==> config.mk <==
export PLATFORM = sky130hd
export DESIGN_NAME = gpio_port
export DESIGN_NICKNAME = d
export VERILOG_FILES = /design/src/rtl/gpio_port.sv
export SDC_FILE = /design/constraint.sdc
export NUM_CORES = 1
export LEC_CHECK = 0
export CAP_MARGIN = 20
export CORE_ASPECT_RATIO = 2
export CORE_UTILIZATION = 55
export DETAILED_ROUTE_END_ITERATION = 10
export MAX_ROUTING_LAYER = met4
export PLACE_DENSITY = 0.83
export SLEW_MARGIN = 20
export SYNTH_ARGS = -nofsm -noshare
export SYNTH_HDL_FRONTEND = slang
export SYNTH_SLANG_ARGS = --single-unit
==> constraint.sdc <==
create_clock -name clk_i -period 2.45 [get_ports clk_i]
set_input_delay 0.245 -clock clk_i [delete_from_list [all_inputs] [get_ports clk_i]]
set_output_delay 0.245 -clock clk_i [all_outputs]
set_load 0.05 [all_outputs]
==> src/rtl/gpio_port.sv <==
// gpio_port: WIDTH-bit register-mapped GPIO with synchronised, optionally debounced inputs and edge IRQ.
// Define GPIO_PORT_DEBOUNCE_EN to build the prescaler and per-bit debounce counters.
`default_nettype none

module gpio_port #(
    parameter int unsigned      WIDTH   = 8,
    parameter int unsigned      DEB_DIV = 4,
    parameter int unsigned      DEB_LEN = 3,
    parameter logic [WIDTH-1:0] RST_OUT = '0,
    parameter logic [WIDTH-1:0] RST_IN  = '1
) (
    input  logic             clk_i,
    input  logic             res_n_i,
    input  logic [1:0]       addr_i,
    input  logic             we_i,
    input  logic             re_i,
    input  logic [WIDTH-1:0] wdata_i,
    output logic [WIDTH-1:0] rdata_o,
    input  logic [WIDTH-1:0] porti_i,
    output logic [WIDTH-1:0] porto_o,
    output logic             irq_o
);

    localparam logic [1:0] ADDR_OUT  = 2'd0;
    localparam logic [1:0] ADDR_IN   = 2'd1;
    localparam logic [1:0] ADDR_EDGE = 2'd2;
    localparam logic [1:0] ADDR_IEN  = 2'd3;

    logic [WIDTH-1:0] out_q;
    logic [WIDTH-1:0] sync1_q;
    logic [WIDTH-1:0] sync2_q;
    logic [WIDTH-1:0] stable_q;
    logic [WIDTH-1:0] stable_d;
    logic [WIDTH-1:0] edge_q;
    logic [WIDTH-1:0] edge_d;
    logic [WIDTH-1:0] ien_q;
    logic [WIDTH-1:0] rdata_q;
    logic [WIDTH-1:0] rdata_d;
    logic             irq_q;

    logic wr_out;
    logic wr_edge;
    logic wr_ien;

    assign wr_out  = we_i && (addr_i == ADDR_OUT);
    assign wr_edge = we_i && (addr_i == ADDR_EDGE);
    assign wr_ien  = we_i && (addr_i == ADDR_IEN);

`ifdef GPIO_PORT_DEBOUNCE_EN
    localparam int unsigned    PW      = (DEB_DIV > 1) ? $clog2(DEB_DIV) : 1;
    localparam int unsigned    CW      = (DEB_LEN > 1) ? $clog2(DEB_LEN) : 1;
    localparam logic [PW-1:0]  PRE_MAX = PW'(DEB_DIV - 1);
    localparam logic [CW-1:0]  CNT_MAX = CW'(DEB_LEN - 1);

    logic [PW-1:0] pre_q;
    logic          tick;
    logic [CW-1:0] cnt_q [WIDTH];
    logic [CW-1:0] cnt_d [WIDTH];

    assign tick = (pre_q == PRE_MAX);

    always_ff @(posedge clk_i or negedge res_n_i) begin
        if (!res_n_i) begin
            pre_q <= '0;
        end else begin
            pre_q <= tick ? '0 : pre_q + 1'b1;
        end
    end

    // A bit is accepted only after DEB_LEN consecutive ticks that all disagree with stable.
    always_comb begin
        stable_d = stable_q;
        for (int i = 0; i < int'(WIDTH); i++) begin
            cnt_d[i] = cnt_q[i];
            if (tick) begin
                if (sync2_q[i] == stable_q[i]) begin
                    cnt_d[i] = '0;
                end else if (cnt_q[i] == CNT_MAX) begin
                    stable_d[i] = sync2_q[i];
                    cnt_d[i]    = '0;
                end else begin
                    cnt_d[i] = cnt_q[i] + 1'b1;
                end
            end
        end
    end

    always_ff @(posedge clk_i or negedge res_n_i) begin
        if (!res_n_i) begin
            for (int i = 0; i < int'(WIDTH); i++) begin
                cnt_q[i] <= '0;
            end
        end else begin
            for (int i = 0; i < int'(WIDTH); i++) begin
                cnt_q[i] <= cnt_d[i];
            end
        end
    end
`else
    logic [1:0] deb_cfg_unused;
    assign deb_cfg_unused = {(DEB_DIV == 0), (DEB_LEN == 0)};
    assign stable_d       = sync2_q;
`endif

    // A fresh stable change beats a same-cycle write-1-to-clear.
    assign edge_d = (edge_q & ~(wr_edge ? wdata_i : '0)) | (stable_d ^ stable_q);

    always_comb begin
        rdata_d = rdata_q;
        if (re_i) begin
            case (addr_i)
                ADDR_OUT:  rdata_d = out_q;
                ADDR_IN:   rdata_d = stable_q;
                ADDR_EDGE: rdata_d = edge_q;
                default:   rdata_d = ien_q;
            endcase
        end
    end

    always_ff @(posedge clk_i or negedge res_n_i) begin
        if (!res_n_i) begin
            out_q    <= RST_OUT;
            sync1_q  <= RST_IN;
            sync2_q  <= RST_IN;
            stable_q <= RST_IN;
            edge_q   <= '0;
            ien_q    <= '0;
            rdata_q  <= '0;
            irq_q    <= 1'b0;
        end else begin
            sync1_q  <= porti_i;
            sync2_q  <= sync1_q;
            stable_q <= stable_d;
            edge_q   <= edge_d;
            rdata_q  <= rdata_d;
            irq_q    <= |(edge_q & ien_q);
            if (wr_out) begin
                out_q <= wdata_i;
            end
            if (wr_ien) begin
                ien_q <= wdata_i;
            end
        end
    end

    assign rdata_o = rdata_q;
    assign porto_o = out_q;
    assign irq_o   = irq_q;

endmodule

`default_nettype wire

==> reports/metrics.cfg <==
[outcome]
status = finished clean

[run]
maxCapViolations = 0

[synthesis]
ys_seq_area_frac = 0.651
synth_top_area_share = 0.369
yosys_warnings = 0
ys_types = 18
yosys-top-cells-area = dfrtp_1 (37%), dfstp_2 (28%), mux2_2 (8.0%)
synth_seq_cells = 57
syn_area_um2 = 2240
yosys.area.top_type = dfrtp_1
synth.avg_cell_area_um2 = 15.5
syn_inst = 144
synth.net_count = 166

[clocking]
clock_sinks = 57
clock_latency_ps = 320
cts_tree = yes
cts-root-buf = clkbuf_8
h-tree-depth = 3
cts_hold_buffers = 0
cts_resized = 0
clk_path_buf_depth = 2
cts_inserted_buffers = 9
postCtsSetupBuffers = 0
clk_pin_slew_ps = 60

[global_route]
grt_overflow = 0
antenna_found_initial = 0
grt_first_pass_wirelength_mm = 6.96
track_usage = 0.240
grt_max_degree = 47
grt_pass1_vias = 1486

[min_path]
min_path_type = in2async

[finish]
multiInputGateArea_um2 = 736
post-route-util = 0.755
mostFrequentLayoutCells = clkdlybuf4s50_1 (37), dfrtp_1 (33), dfstp_2 (24)
num-fill-cells = 251
final_common_cell = clkdlybuf4s50_1
fin_nets = 212
drive_gt1_frac = 0.318
seq_area_um2 = 1460
antenna_cells = 0
area_delta_synth_final_pct = 30.9

[critical_path]
cp.arrival_ps = 1540
cp_top_family = buffers and inverters
criticalPathCategory = reg2out
critPathRequiredTime_ps = 2200
end_kind = output port
cp_slowest_cell = clkdlybuf4s50_1
cp_num_buf_inv = 1
cp_max_fo = 3
crit_path_cell_trace = clkdlybuf4s50_1
crit_path_max_incr_delay_ps = 830
start_kind = register

[power]
irDropWorstVdd_uv = 795
p_per_area_nw_per_um2 = 953
p_leak_uw = 0.00120

[die]
die_h_um = 92.2
core_area_um2 = 3880
io_pins = 39
dieArea_um2 = 4340
start_util = 0.576
num_rows = 32
die_x_um = 47.1

[drt]
drt-initial-drc-count = 44
drc = 0
route.vias.total = 1408
wirelength_mm = 4.40
highest_layer = met4
final_antenna_net_count = 0
viasPerCell = 5.72
first_pass_iters = 4
met2WireLength_mm = 2.45
route.met3.wl_um = 119
met1_length_mm = 1.72
detail_route.wl_per_cell_um = 17.9

[placement]
port_buffers = 38
place_congestion = 0.854

[timing]
grt_setup_unrepaired = false
hold_viol = 0
skew_ps = 5.49
fin_crit_sh = 0.730
drv_slew = 0
tightest_slew_ps = 954
period_minus_slack_ps = 1790
fmax_mhz = 559
maxSlewHeadroom = 0.364
setup_viol = 0
setup_tns_ps = 0

[area by class of cell]
type,count,share of cell area
clock inverter,5,0.0427
clock buffer,11,0.0517
sequential,57,0.497
multi-input combinational,81,0.251
tap,51,0.0218
timing repair buffer,41,0.136
[metrics by stage]
step / cell area [um2] / setup WS, ps / hold WS, ps / power, uW / cells
detailed placement: 2650 / 514 / 347 / 1640 / 230
finish: 2930 / 661 / 74.3 / 2790 / 246
global placement: 2650 / 573 / 345 / 1620 / 230
CTS: 2930 / 659 / 99.9 / 2820 / 246
global route: 2930 / 621 / 155 / 2900 / 246
floorplan: 2240 / 1270 / -50.6 / 1430 / 144
[power by group]
group,total [uW],internal (uW),leakage [uW],switching (uW)
registers,1130,1060,0.000620,74.3
logic,490,202,0.000444,288
clock network,1170,832,0.000140,340
[registers in the layout, summed over array words and instances (netlist names)]
register / flops
irq_o: 1
sync1_q: 8
edge_q: 8
ien_q: 8
rdata_o: 8
porto_o: 8
stable_d: 8
stable_q: 8
[cells by family after synthesis]
kind of cell,count (synthesis),synth area share
multiplexers,32,0.152
AO/OA/AOI/OAI,20,0.0716
XOR/XNOR,8,0.0313
AND/OR/NAND/NOR,21,0.0738
flip-flops,57,0.651
buffers and inverters,6,0.0207
[worst paths after layout]
| kind | from | endpoint | slack, ps | cells after the start |
|---|---|---|---|---|
| min in group clk_i | porti_i[2] | sync1_q[2]$_DFF_PN1_ | 320 | 1 |
| max in group asynchronous | res_n_i | stable_q[3]$_DFF_PN1_ | 1630 | 2 |
| hold reg to reg | sync1_q[7]$_DFF_PN1_ | stable_d[7]$_DFF_PN1_ | 360 | 0 |
| setup reg to reg | stable_q[4]$_DFF_PN1_ | rdata_o[4]$_DFFE_PN0P_ | 1510 | 2 |
| hold / removal | res_n_i | ien_q[1]$_DFFE_PN0P_ | 70 | 1 |
| setup / recovery | porto_o[1]$_DFFE_PN0P_ | porto_o[1] | 660 | 1 |
[synth_stat cells]
library cell / instances
nand4b_1: 8
xor2_1: 8
buf_1: 1
nand2_1: 1
mux2_2: 16
a22oi_1: 4
mux2i_1: 16
buf_4: 2
nor3b_4: 1
nand4_1: 1
dfrtp_1: 33
dfstp_2: 24
buf_6: 2
nand2b_1: 9
o221ai_1: 8
buf_2: 1
a21o_1: 8
nand3_2: 1
[layer usage]
| layer | GRT usage | vias to the layer above |
|---|---|---|
| met3 | 0.0571 | 10 |
| li1 | - | 620 |
| met1 | 0.279 | 741 |
| met5 | - | - |
| met4 | 0.143 | 0 |
| met2 | 0.362 | 37 |
Note: power is estimated with default switching activity, not from simulation.
